### config.mk
export PLATFORM = sky130hd
export DESIGN_NAME = voice_allocator
export DESIGN_NICKNAME = d
export VERILOG_FILES = /design/src/rtl/voice_allocator.sv
export SDC_FILE = /design/constraint.sdc
export NUM_CORES = 1
export LEC_CHECK = 0
export CAP_MARGIN = 20
export CORE_ASPECT_RATIO = 0.6
export CORE_MARGIN = 5
export CORE_UTILIZATION = 45
export DETAILED_ROUTE_END_ITERATION = 7
export PLACE_DENSITY = 0.67
export SLEW_MARGIN = 0
export SYNTH_ARGS = -nofsm -noshare
export SYNTH_HDL_FRONTEND = slang
export SYNTH_SLANG_ARGS = --single-unit
### constraint.sdc
create_clock -name clk -period 16.4 [get_ports clk]
set_clock_uncertainty 0.1 [all_clocks]
set_input_delay 3.28 -clock clk [delete_from_list [all_inputs] [get_ports clk]]
set_output_delay 3.28 -clock clk [all_outputs]
set_load 0.05 [all_outputs]
### src/rtl/voice_allocator.sv
// voice_allocator: polyphonic voice manager between the MIDI event decoder
// and a bank of NUM_VOICES phase accumulators.
// Note-on picks a voice in this order: the same note already sounding, then a
// free voice, then the oldest sounding voice (stolen). Note-off releases the
// lowest-index voice holding that note. The chosen accumulator is configured
// with a one-cycle cfg_valid strobe.
// Optional feature macro: SUSTAIN_PEDAL_EN (adds the sustain input, holds
// released notes while the pedal is down and releases them when it lifts).
module voice_allocator #(
  parameter int NUM_VOICES = 8,
  parameter int VIDX_W     = 3,
  parameter int FREQ_W     = 32,
  parameter int AGE_W      = 4
) (
  input  logic                  clk,
  input  logic                  reset,
`ifdef SUSTAIN_PEDAL_EN
  input  logic                  sustain,
`endif
  input  logic                  ev_valid,
  output logic                  ev_ready,
  input  logic                  ev_on,
  input  logic [6:0]            ev_note,
  output logic [6:0]            rom_note,
  input  logic [FREQ_W-1:0]     rom_freq,
  output logic                  cfg_valid,
  output logic [VIDX_W-1:0]     cfg_voice,
  output logic [FREQ_W-1:0]     cfg_freq,
  output logic                  cfg_gate,
  output logic [NUM_VOICES-1:0] active_mask,
  output logic                  steal_pulse
);

  typedef enum logic [1:0] {IDLE, SCAN, COMMIT, RELEASE} state_t;

  state_t             state;
  logic               lat_on;
  logic [6:0]         lat_note;
  logic [VIDX_W-1:0]  scan_idx;
  logic [6:0]         notes [NUM_VOICES];
  logic [AGE_W-1:0]   ages  [NUM_VOICES];

  // running scan results: first same-note voice, first free voice, oldest voice
  logic               same_f, free_f, old_f;
  logic [VIDX_W-1:0]  same_i, free_i, old_i;
  logic [AGE_W-1:0]   old_age;

  logic               cur_act, cur_same, cur_old;
  logic               nx_same_f, nx_free_f;
  logic [VIDX_W-1:0]  nx_same_i, nx_free_i, nx_old_i;
  logic               hit, steal;
  logic [VIDX_W-1:0]  choice;
  logic               idle_ready;
  logic               hold_off;
  logic               last_scan;

  assign last_scan = (scan_idx == VIDX_W'(NUM_VOICES - 1));

`ifdef SUSTAIN_PEDAL_EN
  logic                  sustain_q;
  logic                  pending;
  logic                  lat_sus;
  logic                  fall;
  logic [NUM_VOICES-1:0] held_mask;
  logic [VIDX_W-1:0]     rel_idx;

  assign fall       = sustain_q & ~sustain;
  // a pending pedal release keeps the event port closed until serviced
  assign idle_ready = ~(pending | fall);
  assign hold_off   = ~lat_on & lat_sus;

  // lowest-index held voice, released first
  always_comb begin
    rel_idx = '0;
    for (int i = NUM_VOICES - 1; i >= 0; i--)
      if (held_mask[i]) rel_idx = VIDX_W'(i);
  end
`else
  assign idle_ready = 1'b1;
  assign hold_off   = 1'b0;
`endif

  // fold the voice under examination into the running scan results
  always_comb begin
    cur_act   = active_mask[scan_idx];
    cur_same  = cur_act && (notes[scan_idx] == lat_note);
    cur_old   = cur_act && (!old_f || (ages[scan_idx] > old_age));
    nx_same_f = same_f | cur_same;
    nx_same_i = (!same_f && cur_same) ? scan_idx : same_i;
    nx_free_f = free_f | ~cur_act;
    nx_free_i = (!free_f && !cur_act) ? scan_idx : free_i;
    nx_old_i  = cur_old ? scan_idx : old_i;
    choice    = nx_same_i;
    hit       = nx_same_f;
    steal     = 1'b0;
    if (lat_on && !nx_same_f) begin
      hit = 1'b1;
      if (nx_free_f) begin
        choice = nx_free_i;
      end else begin
        choice = nx_old_i;
        steal  = 1'b1;
      end
    end
  end

  // allocation FSM, voice table and registered outputs
  always_ff @(posedge clk or posedge reset) begin
    if (reset) begin
      state       <= IDLE;
      ev_ready    <= 1'b0;
      lat_on      <= 1'b0;
      lat_note    <= '0;
      rom_note    <= '0;
      scan_idx    <= '0;
      same_f      <= 1'b0;
      free_f      <= 1'b0;
      old_f       <= 1'b0;
      same_i      <= '0;
      free_i      <= '0;
      old_i       <= '0;
      old_age     <= '0;
      cfg_valid   <= 1'b0;
      cfg_voice   <= '0;
      cfg_freq    <= '0;
      cfg_gate    <= 1'b0;
      steal_pulse <= 1'b0;
      active_mask <= '0;
      for (int i = 0; i < NUM_VOICES; i++) begin
        notes[i] <= '0;
        ages[i]  <= '0;
      end
`ifdef SUSTAIN_PEDAL_EN
      sustain_q <= 1'b0;
      pending   <= 1'b0;
      lat_sus   <= 1'b0;
      held_mask <= '0;
`endif
    end else begin
      cfg_valid   <= 1'b0;
      steal_pulse <= 1'b0;
      case (state)
        IDLE: begin
          if (ev_valid && ev_ready) begin
            lat_on   <= ev_on;
            lat_note <= ev_note;
            rom_note <= ev_note;
            ev_ready <= 1'b0;
            scan_idx <= '0;
            same_f   <= 1'b0;
            free_f   <= 1'b0;
            old_f    <= 1'b0;
            state    <= SCAN;
`ifdef SUSTAIN_PEDAL_EN
            lat_sus  <= sustain;
`endif
          end else begin
            ev_ready <= idle_ready;
`ifdef SUSTAIN_PEDAL_EN
            if (pending) state <= RELEASE;
`endif
          end
        end
        SCAN: begin
          scan_idx <= scan_idx + 1'b1;
          same_f   <= nx_same_f;
          same_i   <= nx_same_i;
          free_f   <= nx_free_f;
          free_i   <= nx_free_i;
          old_f    <= old_f | cur_old;
          old_i    <= nx_old_i;
          old_age  <= cur_old ? ages[scan_idx] : old_age;
          if (last_scan) begin
            if (hit && !hold_off) begin
              cfg_valid   <= 1'b1;
              cfg_voice   <= choice;
              cfg_gate    <= lat_on;
              cfg_freq    <= lat_on ? rom_freq : '0;
              steal_pulse <= steal;
              state       <= COMMIT;
            end else begin
`ifdef SUSTAIN_PEDAL_EN
              if (hit) held_mask[choice] <= 1'b1;
`endif
              ev_ready <= idle_ready;
              state    <= IDLE;
            end
          end
        end
        COMMIT: begin
          for (int i = 0; i < NUM_VOICES; i++) begin
            if (VIDX_W'(i) == cfg_voice) begin
              active_mask[i] <= lat_on;
              ages[i]        <= '0;
              if (lat_on) notes[i] <= lat_note;
`ifdef SUSTAIN_PEDAL_EN
              if (lat_on) held_mask[i] <= 1'b0;
`endif
            end else if (lat_on && active_mask[i] && (ages[i] != '1)) begin
              ages[i] <= ages[i] + 1'b1;
            end
          end
          ev_ready <= idle_ready;
          state    <= IDLE;
        end
        default: begin
`ifdef SUSTAIN_PEDAL_EN
          if (|held_mask) begin
            cfg_valid            <= 1'b1;
            cfg_voice            <= rel_idx;
            cfg_gate             <= 1'b0;
            cfg_freq             <= '0;
            active_mask[rel_idx] <= 1'b0;
            held_mask[rel_idx]   <= 1'b0;
            ages[rel_idx]        <= '0;
          end else begin
            pending  <= 1'b0;
            ev_ready <= ~fall;
            state    <= IDLE;
          end
`else
          state <= IDLE;
`endif
        end
      endcase
`ifdef SUSTAIN_PEDAL_EN
      sustain_q <= sustain;
      if (fall) pending <= 1'b1;
`endif
    end
  end

endmodule

==> metrics.md <==
| Metric | Value |
|---|---|
| Crit Path Max Fanout | `15` |
| Synth Warn # | `0` |
| CP cell instances | `clkdlybuf4s50_1` |
| # rows | `37` |
| PortBufs | `96` |
| Sequential share of power | `about 40%` |
| Critical Path Sink Type | `output port` |
| Post-synth cell types | `55` |
| Post-Layout Cell Count | `970` |
| Main flop type after synthesis | `dfrtp_1` |
| Share of layout cells above drive strength 1 | `20.0%` |
| DRC viols | `0` |
| Root Driver | `clkbuf_16` |
| Clock Power Share | `about a third` |
| CP Launch Type | `register` |
| Starting Density | `46.1%` |
| CP max stage delay | `roughly 0.90 ns` |
| Worst Path Required | `13.02 ns` |
| Relative slew slack | `35.7%` |
| TNS Setup | `0 ns` |
| Crit path kind | `reg -> out` |
| Hpwl dp | `13100 um` |
| DR iter-0 viols | `about 400` |
| Hold Crit Class | `reg -> reg` |
| Final core utilization | `56.3%` |
| Post-CTS setup buffers | `0` |
| Gr usage total | `19.2%` |
| Chip width | `about 180 um` |
| Final instance area | `9690 sq um` |
| Period utilisation layout | `32.6%` |
| Worst-margin pin slew | `0.961 ns` |
| Post-synth ARST share | `100%` |
| Most frequent cell after synthesis | `dfrtp_1` |
| Worst Path Buf+Inv | `1` |
| Full die area | `20500 sq um` |
| Vias | `5714` |
| Final ANT Viol Nets | `0` |
| Share of the yosys chip area belonging to registers | `51.7%` |
| CTS clk-pin slew, worst paths | `0.06 ns` |
| Mapped Nets | `703` |
| Max Fclk | `0.187 GHz` |
| Pin count of the biggest net entering global routing | `89` |
| Unrepaired setup endpoints after global routing | `false` |
| Ports | `97` |
| Int Pwr | `0.800 mW` |
| EDFF count, synth | `0` |
| CTS tree | `yes` |
| Global route total overflow | `0` |
| Worst-case clock buffer depth | `2` |
| Vias in the first global route | `5711` |
| Vias per cell | `~5.9` |
| Largest cells by area after synthesis | `dfrtp_1 52%, mux2_2 12%, a22o_1 4.9%` |
| Synth top area share | `slightly above 50%` |
| Final RePlAce weighted congestion | `0.822` |
| Commonest cells in the netlist | `164 x dfrtp_1, 87 x mux2_2, 44 x a22o_1` |
| Max cap viols | `0` |
| Placed Instances | `approximately 940` |
| Clock buffer count from CTS | `17` |
| Run status | `finished clean` |
| Final setup vio count | `0` |
| Mapped Cells | `642` |
| Net Switching | `0.418 mW` |
| Tmin final | `around 5.3 ns` |
| Die height | `113 um` |
| Max-slew violation count | `0` |
| R2r worst-path depth | `11` |
| Number of H-tree levels | `4` |
| Routed len/inst | `20.1 um` |
| CTS Hold Buffers Added | `0` |
| CP Depth | `1` |
| Antenna violations before repair | `0` |
| WHS Path Cells | `1` |
| CTS sink cnt | `between 150 and 200` |
| Sw frac | `34.3%` |
| FF+latch count, synth | `164` |
| Worst skew pair latency | `~0.42 ns` |
| Area delta synth->final | `22.0%` |
| Critical Path AT | `1.97 ns` |
| Peak VDD IR | `a little under 0.08 mV` |
| Pwr/cell area | `between 100 and 150 nW/um^2` |
| Placed Area | `9080 sq um` |
| Routed WL | `just under 20000 um` |
| Comb power frac | `26.5%` |
| Synth area leader | `dfrtp_1` |
| Final #Nets | `785` |
| Slowest-stage cell, CP | `clkdlybuf4s50_1` |
| Syn_area_per_cell | `around 12 sq um` |
| Synth Cell Area | `just under 8000 sq um` |
| CTS-repair resized insts | `0` |
| TritonRoute pass-1 iters | `5` |
| Cell family with most CP delay | `buffers and inverters` |
| Final hold vios | `0` |
| # diodes | `0` |
| Core Region | `17200 sq um` |
| First-pass GRT wire length | `between 30000 and 40000 um` |
| Leakage power | `4.47 nW` |
metrics by stage:
| stage | total power [mW] | setup WS, ns | hold slack, ns |
|---|---|---|---|
| floorplan | 0.725 | 8.59 | 0.356 |
| global placement | 0.817 | 10.90 | 0.369 |
| detailed placement | 0.826 | 10.82 | 0.371 |
| CTS | 1.22 | 11.03 | 0.384 |
| global route | 1.27 | 10.98 | 0.403 |
| finish | 1.22 | 11.05 | 0.384 |
power by group through the flow:
stage / registers, mW / clock network, mW / logic [mW]
4_1_cts: 0.499 / 0.400 / 0.324
3_5_place_dp: 0.505 / 0 / 0.321
6_report: 0.499 / 0.395 / 0.323
2_1_floorplan: 0.536 / 0 / 0.188
5_1_grt: 0.507 / 0.420 / 0.346
3_3_place_gp: 0.501 / 0 / 0.315
routing by layer:
metal  vias to the layer above  track usage (%)  wire length [um]
met4                         0             5.30               183
li1                       2550                -                 -
met5                         -                0                 0
met1                      2927             29.0              9340
met2                       221             28.2              8640
met3                        16             4.21              1370
logic make-up (layout without fill, tap and decap cells):
family                     count (synthesis)  count (layout)  share of synthesized area [%]
muxes                                    120             120                           20.0
xor gates and xnor gates                   9               9                          0.992
and+or+nand+nor                          134             134                           9.12
DFF                                      164             164                           51.7
AOI/OAI and AO/OA                        141             141                           12.3
buffers and inverters                     56             150                           3.10
adders and majority gates                 18              18                           2.84
cell type report:
cell class / instances / area [sq um]
well taps: 234 / 293
repair buffers: 105 / 1060
multi-input cells: 422 / 3610
flip-flops and latches: 164 / 4100
clock inverters: 11 / 126
fillers: 1409 / 7530
inverters: 14 / 57.6
clock buffers: 20 / 447
sequential cells by signal (all words and copies together) (netlist names), 2 cells and up:
name / cells
ages: 32
lat_note: 7
active_mask: 8
state: 2
free_i: 3
old_i: 3
same_i: 3
cfg_voice: 3
scan_idx: 3
notes: 56
cfg_freq: 32
old_age: 4
final timing paths:
path | start | to | slack (ns)
worst max-delay path | cfg_voice[2]$_DFFE_PP0P_ | cfg_voice[2] | 11.05
worst min-delay path | cfg_gate$_DFFE_PP0P_ | cfg_gate$_DFFE_PP0P_ | 0.38
worst max register to register | scan_idx[0]$_DFFE_PP0P_ | cfg_voice[2]$_DFFE_PP0P_ | 11.79
worst min register to register | cfg_gate$_DFFE_PP0P_ | cfg_gate$_DFFE_PP0P_ | 0.38
max in group asynchronous | reset | notes[55]$_DFFE_PP0P_ | 11.68
min in group asynchronous | reset | ages[0]$_DFFE_PP0P_ | 3.26
placed cells by master (no fill, tap or decap), drive strengths merged, types with 8 or more instances in the layout:
| master | count |
|---|---|
| nand2 | 35 |
| nor3 | 10 |
| ha | 18 |
| o21ai | 39 |
| mux4 | 20 |
| clkbuf | 20 |
| inv | 16 |
| mux2 | 88 |
| nor2b | 8 |
| mux2i | 12 |
| clkdlybuf4s50 | 96 |
| a21oi | 23 |
| and3 | 14 |
| xor2 | 8 |
| buf | 9 |
| a22o | 44 |
| dfrtp | 164 |
| nand3 | 10 |
| nor2 | 24 |
Power figures use the tool's default switching activity.
